### src/rtl/opr_exec_seq_pkg.sv
// Shared widths and sequencer state encoding for the operand-execution sequencer.
// Widths track the project-wide instruction field definitions.
package opr_exec_seq_pkg;

    localparam int OPR_W      = 5;
    localparam int ALU_TYP_W  = 4;
    localparam int PRNG_TYP_W = 2;
    localparam int DLY_W      = 18;
    localparam int SEQ_ST_W   = 2;

    typedef enum logic [SEQ_ST_W-1:0] {
        ST_IDLE   = 2'd0,
        ST_ISSUE  = 2'd1,
        ST_WAIT   = 2'd2,
        ST_RETIRE = 2'd3
    } seq_st_e;

    // An ALU operation is only launched when both operand fetches are requested.
    function automatic logic alu_pair(input logic o_sel, input logic t_sel);
        return o_sel & t_sel;
    endfunction

endpackage

### src/rtl/opr_dly_counter.sv
// Delay-budget counter: load, decrement toward zero, clear; flags the final count.
// Saturates at zero so it can never wrap.
module opr_dly_counter
    import opr_exec_seq_pkg::*;
(
    input  logic             clk,
    input  logic             rst_n,
    input  logic             ld,
    input  logic [DLY_W-1:0] val,
    input  logic             dec,
    input  logic             clr,
    output logic [DLY_W-1:0] cnt,
    output logic             last
);

    logic [DLY_W-1:0] r_cnt;

    always_ff @(posedge clk) begin
        if (!rst_n || clr) begin
            r_cnt <= '0;
        end else if (ld) begin
            r_cnt <= val;
        end else if (dec && (r_cnt != '0)) begin
            r_cnt <= r_cnt - 1'b1;
        end
    end

    assign cnt  = r_cnt;
    assign last = (r_cnt == DLY_W'(1));

endmodule

### src/rtl/opr_exec_seq.sv
// Execution sequencer: accepts one decoded instruction, strobes ALU/PRNG launch,
// holds for the delay budget (early exit on alu_done) and pulses retire.
module opr_exec_seq
    import opr_exec_seq_pkg::*;
(
    input  logic                  clk,
    input  logic                  rst_n,
    input  logic                  dec_valid,
    output logic                  dec_ready,
    input  logic [OPR_W-1:0]      opr_typ_sel,
    input  logic                  alu_o_sel,
    input  logic                  alu_t_sel,
    input  logic [ALU_TYP_W-1:0]  alu_typ_sel,
    input  logic                  prng_t_sel,
    input  logic [PRNG_TYP_W-1:0] prng_typ_sel,
    input  logic                  src_dst_delay_sel,
    input  logic [DLY_W-1:0]      src_dst_delay,
    input  logic                  alu_done,
    input  logic                  abort,
    output logic                  alu_start,
    output logic [ALU_TYP_W-1:0]  alu_typ,
    output logic                  prng_start,
    output logic [PRNG_TYP_W-1:0] prng_typ,
    output logic                  prng_seed_ld,
    output logic                  busy,
    output logic                  retire,
    output logic [OPR_W-1:0]      retire_opr,
    output logic                  alu_abort
);

    seq_st_e               r_state;
    seq_st_e               w_state_next;
    logic [OPR_W-1:0]      r_opr;
    logic                  r_alu_used;
    logic [ALU_TYP_W-1:0]  r_alu_typ;
    logic                  r_prng_seed_ld;
    logic [PRNG_TYP_W-1:0] r_prng_typ;
    logic [DLY_W-1:0]      r_dly;
    logic                  r_alu_abort;

    logic                  w_accept;
    logic                  w_in_flight;
    logic                  w_cnt_ld;
    logic                  w_cnt_dec;
    logic                  w_cnt_clr;
    logic [DLY_W-1:0]      w_cnt;
    logic                  w_cnt_last;

    assign w_accept    = dec_valid && (r_state == ST_IDLE);
    assign w_in_flight = (r_state == ST_ISSUE) || (r_state == ST_WAIT);

    always_comb begin
        w_state_next = r_state;
        case (r_state)
            ST_IDLE: begin
                if (w_accept) begin
                    w_state_next = src_dst_delay_sel ? ST_ISSUE : ST_RETIRE;
                end
            end
            ST_ISSUE: begin
                if (abort) begin
                    w_state_next = ST_IDLE;
                end else if (r_dly == '0) begin
                    w_state_next = ST_RETIRE;
                end else begin
                    w_state_next = ST_WAIT;
                end
            end
            ST_WAIT: begin
                // abort outranks both completion sources
                if (abort) begin
                    w_state_next = ST_IDLE;
                end else if (w_cnt_last || (alu_done && r_alu_used)) begin
                    w_state_next = ST_RETIRE;
                end
            end
            ST_RETIRE: w_state_next = ST_IDLE;
            default:   w_state_next = ST_IDLE;
        endcase
    end

    // Counter only holds a non-zero value while the sequencer sits in WAIT.
    assign w_cnt_ld  = (r_state == ST_ISSUE);
    assign w_cnt_dec = (r_state == ST_WAIT) && (w_cnt != '0);
    assign w_cnt_clr = w_in_flight && (w_state_next != ST_WAIT);

    opr_dly_counter u_dly_counter (
        .clk   (clk),
        .rst_n (rst_n),
        .ld    (w_cnt_ld),
        .val   (r_dly),
        .dec   (w_cnt_dec),
        .clr   (w_cnt_clr),
        .cnt   (w_cnt),
        .last  (w_cnt_last)
    );

    always_ff @(posedge clk) begin
        if (!rst_n) begin
            r_state        <= ST_IDLE;
            r_opr          <= '0;
            r_alu_used     <= 1'b0;
            r_alu_typ      <= '0;
            r_prng_seed_ld <= 1'b0;
            r_prng_typ     <= '0;
            r_dly          <= '0;
            r_alu_abort    <= 1'b0;
        end else begin
            r_state     <= w_state_next;
            r_alu_abort <= abort && w_in_flight && r_alu_used;
            if (w_accept) begin
                r_opr          <= opr_typ_sel;
                r_alu_used     <= alu_pair(alu_o_sel, alu_t_sel);
                r_alu_typ      <= alu_typ_sel;
                r_prng_seed_ld <= prng_t_sel;
                r_prng_typ     <= prng_typ_sel;
                r_dly          <= src_dst_delay;
            end else if (w_state_next == ST_IDLE) begin
                r_opr          <= '0;
                r_alu_used     <= 1'b0;
                r_alu_typ      <= '0;
                r_prng_seed_ld <= 1'b0;
                r_prng_typ     <= '0;
                r_dly          <= '0;
            end
        end
    end

    assign dec_ready    = (r_state == ST_IDLE);
    assign busy         = (r_state != ST_IDLE);
    assign alu_start    = (r_state == ST_ISSUE) && r_alu_used;
    assign prng_start   = (r_state == ST_ISSUE) && (r_prng_typ != '0);
    assign alu_typ      = r_alu_typ;
    assign prng_typ     = r_prng_typ;
    assign prng_seed_ld = r_prng_seed_ld;
    assign retire       = (r_state == ST_RETIRE);
    assign retire_opr   = r_opr;
    assign alu_abort    = r_alu_abort;

endmodule
### config.mk
export PLATFORM = sky130hd
export DESIGN_NAME = opr_exec_seq
export DESIGN_NICKNAME = d
export VERILOG_FILES = /design/src/rtl/opr_exec_seq_pkg.sv /design/src/rtl/opr_dly_counter.sv /design/src/rtl/opr_exec_seq.sv
export SDC_FILE = /design/constraint.sdc
export NUM_CORES = 1
export LEC_CHECK = 0
export CAP_MARGIN = 20
export CORE_MARGIN = 4
export CORE_UTILIZATION = 45
export DETAILED_ROUTE_END_ITERATION = 12
export PLACE_DENSITY = 0.76
export SLEW_MARGIN = 10
export SYNTH_ARGS = -nofsm -noshare
export SYNTH_HDL_FRONTEND = slang
export SYNTH_SLANG_ARGS = --single-unit
### constraint.sdc
create_clock -name clk -period 2.3 [get_ports clk]
set_input_delay 0.345 -clock clk [delete_from_list [all_inputs] [get_ports clk]]
set_output_delay 0.345 -clock clk [all_outputs]
set_load 0.01 [all_outputs]
---- After elaboration in Yosys (flattened, before gate mapping) ----
Index checks and enable logic that the tools add are counted.
storage, ports and cells
  register bits after elaboration ......... 52
  input port bits ......................... 38
  output and inout bits ................... 18
  logic and storage cells ................. 57
cells by class
  $add $sub $neg .......................... 1
  equal/unequal tests ..................... 5
  mux-type cells .......................... 20
  bitwise operators ....................... 1
  reduce and logical (&&, ||, !) cells .... 21
operators with widths
  cell                                                count
  two-way mux 18 bit                                  4
  == test 18 x 1 -> 1 bit, second input constant      1
  logical NOT 18 bit                                  1
  nonzero test 18 bit                                 1
  subtractor 18 x 1 -> 18 bit, second input constant  1
  two-way mux 2 bit                                   7
  two-way mux 5 bit                                   2
  logical AND 1 bit                                   9
  two-way mux 4 bit                                   2
  one-hot mux 2 bit (4 select lines)                  1
  nonzero test 2 bit                                  4
  == test 2 bit, second input constant                2
  logical NOT 2 bit                                   2
  two-way mux 1 bit                                   4
  logical OR 1 bit                                    3
  == test 2 x 1 -> 1 bit, second input constant       1
  inequality test 2 bit, second input constant        1
  AND 1 bit                                           1
  logical NOT 1 bit                                   1

---- Logic depth before layout (Yosys ltp) ----
  depth in word-level cells ............... 8
  mapped depth ............................ 10
  mapped depth without buffers ............ 8

---- Hierarchy ----
A second synthesis with hierarchy kept.
unflattened totals
  cell total of the unflattened synthesis .. 263
  area total of the unflattened synthesis .. 2522.4 um2
by module, submodules not included
  module           instances  cells an instance  area an instance (um2)  sequential area each (um2)
  opr_exec_seq     1          117                1345.0                  680.7
  opr_dly_counter  1          146                1177.4                  360.3

---- Worst setup path before layout ----
No wires, ideal clock.
  path type ............................... flip-flop to flip-flop
  start ................................... reg u_dly_counter.r_cnt[4] (netlist: u_dly_counter.cnt[4])
  end ..................................... reg u_dly_counter.r_cnt[10] (netlist: u_dly_counter.cnt[10])
  library setup time ...................... 139 ps
  data arrival time ....................... 2101 ps
  required time ........................... 2161 ps
  path slack .............................. 60 ps
  cell stages (with the launch flop) ...... 9
  buffers on the path ..................... 2
  clock period less this slack ............ 2240 ps
  path through ............................ dfxtp_1 -> or4_1 -> buf_2 -> nor4_4 -> or3_1 -> a31oi_1 -> o2111ai_2 -> buf_4 -> a211oi_2
on the way
  longest elaborated chain between the ends .. 8
  elaborated cells on any way between the ends .. 15
  those cells by class .................... 1 x add/sub; 2 x eq/ne; 5 x mux; 7 x reduce/logical
ends and longest elaborated chain
  element                             RTL line               text
  start, declared                     opr_dly_counter.sv:16  logic [DLY_W-1:0] r_cnt;
  start signal, assigned              opr_dly_counter.sv:22  r_cnt <= val;
  start signal, assigned              opr_dly_counter.sv:24  r_cnt <= r_cnt - 1'b1;
  == test 18 x 1 -> 1 bit             opr_dly_counter.sv:29  assign last = (r_cnt == DLY_W'(1));
  logical OR 1 bit                    opr_exec_seq.sv:73     end else if (w_cnt_last || (alu_done && r_alu_used)) begin
  two-way mux 2 bit                   opr_exec_seq.sv:73
  two-way mux 2 bit                   opr_exec_seq.sv:71     if (abort) begin
  one-hot mux 2 bit (4 select lines)  opr_exec_seq.sv:54     case (r_state)
  inequality test 2 bit               opr_exec_seq.sv:85     assign w_cnt_clr = w_in_flight && (w_state_next != ST_WAIT);
  logical AND 1 bit                   opr_exec_seq.sv:85
  logical OR 1 bit                    opr_dly_counter.sv:19  if (!rst_n || clr) begin
Parallel ways exist; a longest one is shown, timed or not. The select of a mux whose other input is x is not followed.
A chain may end at the register's enable or synchronous reset.

---- Final worst setup path ----
  start ................................... reg u_dly_counter.r_cnt[12] (netlist: u_dly_counter.cnt[12])
  end ..................................... reg u_dly_counter.r_cnt[8] (netlist: u_dly_counter.cnt[8])
Same word-level chain as after synthesis.

==> qor.csv <==
metric,value,unit
final setup violation count,0,
Tmin final,2.28,ns
sequential fraction of the synthesis area,42.4,%
total grt overflow,0,
leading area contributor after synthesis,dfxtp_1,
Die W,81.9,um
DR vias,2384,
post-synth cell types,50,
IO buf count,55,
Layout Utilization,70.8,%
Max clock buf depth,2,
CTS Root Cell,clkbuf_8,
Hold WS,0.468,ns
Crit Path Class,flop to flop,
post-DR vias/cell,5.54,
pwr/cell area,1410,mW/mm^2
main combinational cell family by area after synthesis,compound AO/OA/AOI/OAI gates,
post-synthesis xor/xnor area fraction,4.28,%
worst rel slew slack,70.9,%
CTS tree,yes,
Int Power,0.00303,W
Row Count,26,
"Cell Area, Synth",0.00246,sq mm
FF+latch area,0.00104,sq mm
Post-Synth Adder-Cell Area,3.56,%
clk slew on worst S/H paths,0.10,ns
Startpoint Class,flop,
status,completed,
initial antenna violation count,0,
Net Sw Power,0.00215,W
Synth Instances,257,
CTS H-tree depth,2,
Yosys warning total,0,
period utilization,99.1,%
Clock Latency Late Sink,0.30,ns
Max Fclk,0.439,GHz
crit end category,flop,
DP HPWL,4770,um
Synth-to-Final Area Change,50.1,%
RSZ-0062 raised after global routing,yes,
area of the multi-input gates,0.00140,sq mm
Final Hold Viols,0,
die area,0.00671,sq mm
Routed Antenna Nets,0,
drc violations,0,
Worst Tran Pin Value,0.431,ns
fillcell total,388,
Logic pwr share,62.3,%
die height,81.9,um
Leak Pwr,1.50,nW
clock skew,0.0115,ns
sw frac,41.6,%
worst-path maximum fanout,4,
GP Congestion,0.889,
Max Cap Viol,0,
Avg WL per Cell,16.9,um
Flop pwr share,24.6,%
layout cell share with drive strength beyond 1,30.0,%
vias in the first global route,2404,
Yosys top cell area share,42.4,%
Simple-Gate Fraction of Synth Area,17.9,%
VDD IR max,0.795,mV
"Async S/R FF share, synth",0,%
Num CTS Buffers,5,
placed instance area,0.00339,sq mm
GRT Overall Usage,22.9,%
Mean Syn Cell Area,9.56,sq um
CP arrival,2.49,ns
first-pass GRT wire length,11700,um
Clock power frac,13.1,%
max-slew violation count,0,
leading cell types by total area after synthesis,"dfxtp_1, a22o_2, a22o_1, nor2_1, ha_1",
design area,0.00369,sq mm
drt total wl,7290,um
post-synthesis mux area share,0.407,%
num ports,56,
Initial Util,47.2,%
HP Class,flop to flop,
"FF+latch count, synth",52,
core area,0.00520,sq mm
Synth Area in Compound Gates,26.4,%
Mapped Nets,302,
Post-synth EDFFs,0,
Starting DRT DRC Count,203,
largest net degree at the start of global routing,32,
top_reg_cell synth,dfxtp_1,
Sink Count,52,
drt first pass iters,6,
fin nets,404,
Critical Path RT,2.51,ns
antenna cells,0,
## metal layers
metal	global-route usage [%]	wire length [um]	share of wire (%)	up-vias
li1	-	-	-	1151
met1	29.0	3210	44	1128
met2	37.2	3530	48	91
met3	5.04	383	5.3	14
met4	10.3	162	2.2	0
met5	0	0	0	-
## metrics by stage
stage | setup WS, ns | power (W) | TNS [ns] | std cells
finish | 0.0214 | 0.00518 | 0 | 430
global route | -0.0610 | 0.00544 | -0.244 | 430
CTS | 0.0190 | 0.00490 | 0 | 429
detailed placement | -0.585 | 0.00395 | -18.37 | 416
global placement | -0.502 | 0.00390 | -16.08 | 416
floorplan | 0.0595 | 0.00293 | 0 | 257
## path summary, 6_finish.rpt
kind              slack, ns  cells past startpoint                          startpoint                                 to
setup / recovery       0.02                      7  u_dly_counter.cnt[12]$_SDFFE_PP0P_  u_dly_counter.cnt[8]$_SDFFE_PP0P_
hold / removal         0.47                      2             r_alu_used$_SDFFE_PN0P_               alu_abort$_SDFF_PN0_
setup reg to reg       0.02                      7  u_dly_counter.cnt[12]$_SDFFE_PP0P_  u_dly_counter.cnt[8]$_SDFFE_PP0P_
hold reg to reg        0.47                      2             r_alu_used$_SDFFE_PN0P_               alu_abort$_SDFF_PN0_
## cells in the mapped netlist, types with 2 or more instances
library cell / n
nand3_1: 4
inv_1: 12
o21ai_0: 5
or2_2: 4
a211oi_2: 4
nand2_1: 18
ha_1: 7
dfxtp_1: 52
or4_1: 3
buf_6: 3
nor3_1: 8
xor2_1: 4
a22o_1: 13
xnor2_1: 8
nor2_1: 26
and2_1: 2
nor2b_1: 3
or3_1: 2
a22o_2: 17
nor4_1: 6
clkbuf_1: 8
a21oi_1: 11
o21a_1: 4
o2111ai_2: 2
a211oi_1: 6
## cell families (layout without fill, tap and decap cells)
logic type      after synthesis  after routing
flops                        52             52
fa+ha+maj                     7              7
compound gates               74             75
buf+inv                      26            128
mux                           1              1
simple gates                 85             85
xor+xnor                     12             12
## layout by cell type, fill, tap and decap left out, drive strengths merged, types with 3 or more instances in the layout
master	Yosys	final
clkdlybuf4s50	0	55
buf	6	53
dfxtp	52	52
a22o	30	30
nor2	26	26
nand2	18	18
inv	12	12
a21oi	11	11
a211oi	10	10
nor3	8	8
xnor2	8	8
clkbuf	8	7
nor4	7	7
ha	7	7
o21ai	5	5
or2	4	4
o21a	4	4
nand3	4	4
xor2	4	4
or4	4	4
nor2b	3	3
## critical path, cell delays in order, from the launching register on
cell      delay [ns]
dfxtp_1         0.33
or4_4           0.58
or4_4           0.56
o211ai_1        0.19
buf_4           0.16
nor2_1          0.05
xnor2_1         0.12
a211oi_1        0.19
## cell type report
| cell class | instances | share of cell area [%] |
|---|---|---|
| multi-input cells | 180 | 37.9 |
| flip-flops and latches | 52 | 28.3 |
| repair buffers | 108 | 26.8 |
| clock buffers | 7 | 2.61 |
| well taps | 70 | 2.38 |
| inverters | 12 | 1.22 |
| clock inverters | 1 | 0.814 |
## what timing repair did
action | CTS | global route
hold buffers | 0 | 0
setup buffers | 4 | 1
pin swaps | 6 | 7
setup endpoints to repair | 38 | 48
gates resized for setup | 7 | 16
gates cloned | 1 | 0
## power by group through the flow
stage / clock (W) / sequential (W) / combinational [W]
finish: 0.000678 / 0.00128 / 0.00323
detailed placement: 0 / 0.00127 / 0.00268
floorplan: 0 / 0.00128 / 0.00165
global placement: 0 / 0.00127 / 0.00263
global route: 0.000714 / 0.00130 / 0.00343
CTS: 0.000689 / 0.00126 / 0.00296
## flip-flops by register name, indices dropped and copies added (netlist names)
register,count
r_alu_used,1
alu_abort,1
r_state,2
u_dly_counter.cnt,18
prng_seed_ld,1
alu_typ,4
retire_opr,5
prng_typ,2
r_dly,18
(Power assumes the default switching activity.)
==> RTL edit 1: new RTL, config.mk and constraints unchanged <==
Encoding of `seq_st_e`: now one-hot (4 bits for 4 values).
--- a/src/rtl/opr_exec_seq_pkg.sv
+++ b/src/rtl/opr_exec_seq_pkg.sv
@@ -9,9 +9,9 @@
     localparam int SEQ_ST_W   = 2;
 
-    typedef enum logic [SEQ_ST_W-1:0] {
-        ST_IDLE   = 2'd0,
-        ST_ISSUE  = 2'd1,
-        ST_WAIT   = 2'd2,
-        ST_RETIRE = 2'd3
+    typedef enum logic [3:0] {
+        ST_IDLE   = 4'b0001,
+        ST_ISSUE  = 4'b0010,
+        ST_WAIT   = 4'b0100,
+        ST_RETIRE = 4'b1000
     } seq_st_e;
 
Check against the original RTL: same outputs for any inputs over 10 cycles, from zero or initial values and one cycle with rst_n low; not proved beyond that.
==> RTL edit 1 against the unedited design <==
  * Final area down 6.4%
  * Sequential cell count is 2 higher
  * Count of clock-buffer cells in the layout down 1
  * Routed wire length is 5.3% lower
  * Worst setup slack gained 0.048 ns
  * Area after synthesis rose by 9.0%
  * Critical path depth fell by 4
  * Global-route usage fell by 3.2 points
  * Largest cell class unchanged
  * Highest routed layer unchanged
Power is not compared: it rests on default switching activity, and its combinational part moved more than twofold at a synthesized area within 25%.
==> RTL edit 1: results <==
set metrics [dict create \
    r2r_slack_ns 0.34 \
    grt_pass1_vias 2374 \
    dp_hpwl_um 4950 \
    synth_compound_gate_area_share 0.263 \
    wl_per_cell_um 15.9 \
    inverters 3 \
    buf_share 0.192 \
    status "complete, no violations" \
    drtIter0Drc 232 \
    synth_area_leaders "dfxtp_1 40%, a22oi_1 9.3%, nor2b_1 7.5%, nand2_1 4.6%, o21ai_0 4.3%" \
    critPathMaxFanout 6 \
    clkbuf_count 6 \
    gp_congestion 0.881 \
    slowest_stage "or4b_4" \
    tightest_slew_ns 0.492 \
    path_delay_family "buffers and inverters" \
    route.met3.wl_um 478 \
    fillCellCount 504 \
    synth_common_cells "54 x dfxtp_1, 33 x a22oi_1, 33 x nand2_1" \
    final_nets 401 \
    grt_util_met3 0.0573 \
    ys_types 52 \
    ys_seq_area_frac 0.404 \
    synth_xor_area_frac 0.00327 \
    pre_cts_slack_ns 0.257 \
    setup_slack_ns 0.0689 \
    r2r_cells 5 \
    synth_fa_ha_area_frac 0.0140 \
    grtUsageMet2 0.330 \
    cts.sinks 54 \
    final-clk-cell-share 0.0276 \
]
## RTL edit 1: worst register-to-register path, delay by kind of cell, from the launching register on
family | cells | cell delay [ns]
compound gates | 3 | 0.69
simple gates | 1 | 0.56
flops | 1 | 0.40
buf+inv | 1 | 0.20
## RTL edit 1: final timing paths
kind,startpoint,to
setup reg to reg,r_state[2],u_dly_counter.cnt[12]
hold / removal,u_dly_counter.cnt[7],u_dly_counter.cnt[7]
setup / recovery,r_state[2],dec_ready
hold reg to reg,u_dly_counter.cnt[7],u_dly_counter.cnt[7]
## RTL edit 1: stage by stage
stage	power, mW	area, um^2	hold slack [ns]	util	cells
final	1.79	3450	0.519	0.611	433
after global routing	1.87	3450	0.531	0.611	433
after CTS	1.80	3440	0.524	0.610	433
after detailed placement	1.26	3350	0.509	0.593	425
after global placement	1.26	3350	0.498	0.593	425
after floorplan	1.13	2680	0.456	-	308
## RTL edit 1: timing repair
item                       CTS  global route
setup endpoints to repair    1             1
setup buffers                0             0
gates resized for setup      2             3
==> RTL edit 2: new RTL, same flow settings <==
Made on the original files. Change the package constant `PRNG_TYP_W` from 2 to 4.
--- a/src/rtl/opr_exec_seq_pkg.sv
+++ b/src/rtl/opr_exec_seq_pkg.sv
@@ -5,5 +5,5 @@
     localparam int OPR_W      = 5;
     localparam int ALU_TYP_W  = 4;
-    localparam int PRNG_TYP_W = 2;
+    localparam int PRNG_TYP_W = 4;
     localparam int DLY_W      = 18;
     localparam int SEQ_ST_W   = 2;
Interface: changed (resized prng_typ and prng_typ_sel); port bits go from 56 to 60. No check against the original RTL was run, so the function may have changed too.
==> RTL edit 2 against the unedited design <==
  * Global-route usage decreased by 4.8 points
  * Routed wire length is 21% lower
  * Power is 15% lower
  * Worst setup slack gained 0.10 ns
  * Area after synthesis rose by 0.46%
  * Final area fell by 12%
  * Sequential cell count rose by 2
  * Via count decreased by 14%
  * Largest cell class unchanged
  * Largest power group unchanged
==> RTL edit 2: results <==
set metrics [dict create \
    status "complete, no violations" \
    fillCellCount 450 \
    top_power_group "combinational cells" \
    cts_max_path_buffers 2 \
    pg_seq_mw 1.49 \
    max_stage_delay_ns 0.54 \
    yosys_warnings 0 \
    power.net_switching_mw 1.87 \
    synthCells 246 \
    grt_pass1_wl_um 9440 \
    ys_seq_area_frac 0.438 \
    synth_fa_ha_area_frac 0.0355 \
    grt_pass1_vias 1980 \
    dr.pass1.iters 4 \
    synth_xor_area_frac 0.0532 \
    cts_setup_buffers 0 \
    r2r_slack_ns 0.16 \
    async_flop_share 0 \
    final_nets 352 \
    p_leak_nw 1.22 \
    fin_worst_skew_ns 0.00621 \
    num_antenna_cells 0 \
    peakVddDrop_mv 0.746 \
    power.share.clock 0.118 \
    max-slew-margin-rel 0.539 \
    insertion_delay_ns 0.30 \
    critPathMaxFanout 5 \
    dp_hpwl_um 4270 \
    synthFlopType "dfxtp_1" \
    grt_usage 0.181 \
    synth_area_leaders "dfxtp_1 44%, a22o_1 11%, a211oi_2 4.6%, xor2_1 3.9%, nor2_1 3.8%" \
    cts_max_level 2 \
    drtIter0Drc 135 \
    antenna_found_initial 0 \
    synth_compound_gate_area_share 0.257 \
    drive_gt1_frac 0.114 \
    wl_per_cell_um 15.2 \
    ctsResizeCount 0 \
    vias_per_cell 5.48 \
    numCtsBuffers 5 \
    grt_max_degree 34 \
    gp_congestion 0.961 \
    synthMuxAreaShare 0.00456 \
    synth_common_cells "54 x dfxtp_1, 32 x a22o_1, 25 x nor2_1" \
    clk_pin_slew_worst_paths_ns 0.08 \
    port_buffers 59 \
    ys_types 47 \
    slowest_stage "clkdlybuf4s50_1" \
    cts-root-buf "clkbuf_8" \
    hold_class "flip-flop to flip-flop" \
    wl_um 5720 \
    synth_nets 293 \
    place_inst 368 \
]
-- RTL edit 2: cell count changes after synthesis, sizes merged, moves of 3 or more --
cell / change
inv: -4
or2: -3
or4: -3
xnor2: -4
nand2: -5
a211oi: +7
a21boi: +3
nand4b: +3
and4b: +3
o21a: -4
nor2b: -3
nor3: -6
xor2: +7
-- RTL edit 2: layout make-up --
cell class / count / area (um^2) / area share
clock buffer: 7 / 86.3 / 0.0266
clock inverter: 1 / 5.00 / 0.00154
inverter: 8 / 30.0 / 0.00925
multi-input combinational: 170 / 1290 / 0.397
sequential: 54 / 1080 / 0.333
tap: 70 / 87.6 / 0.0270
timing repair buffer: 66 / 668 / 0.206
-- RTL edit 2: path summary, 6_finish.rpt --
check | startpoint | end | cells after the start
worst min register to register | alu_typ[0] | alu_typ[0] | 1
worst max-delay path | r_state[1] | prng_start | 6
worst min-delay path | alu_typ[0] | alu_typ[0] | 1
worst max register to register | r_state[0] | u_dly_counter.cnt[7] | 8
-- RTL edit 2: metal layers --
layer	vias to the layer above	global-route usage	wire length (um)
met5	-	0	0
met4	0	0.0449	48
met3	7	0.0537	385
met2	71	0.284	2620
met1	949	0.245	2670
li1	1033	-	-
-- RTL edit 2: stage by stage --
step	instance area, um^2	util	power, mW	hold slack, ns	setup slack [ns]
final	3250	0.624	4.43	0.482	0.121
after global routing	3250	0.624	4.77	0.503	0.00305
after CTS	3230	0.621	4.41	0.482	0.0537
after detailed placement	3140	0.603	3.88	0.459	0.0492
after global placement	3140	0.603	3.85	0.456	0.0357
after floorplan	2470	-	3.18	0.444	0.211
-- RTL edit 2: worst max-delay path: cells and delay by family, from the launching register on --
kind	cells	cell delay [ns]
simple gates	1	0.10
flops	1	0.36
fa+ha+maj	1	0.22
buf+inv	4	0.85
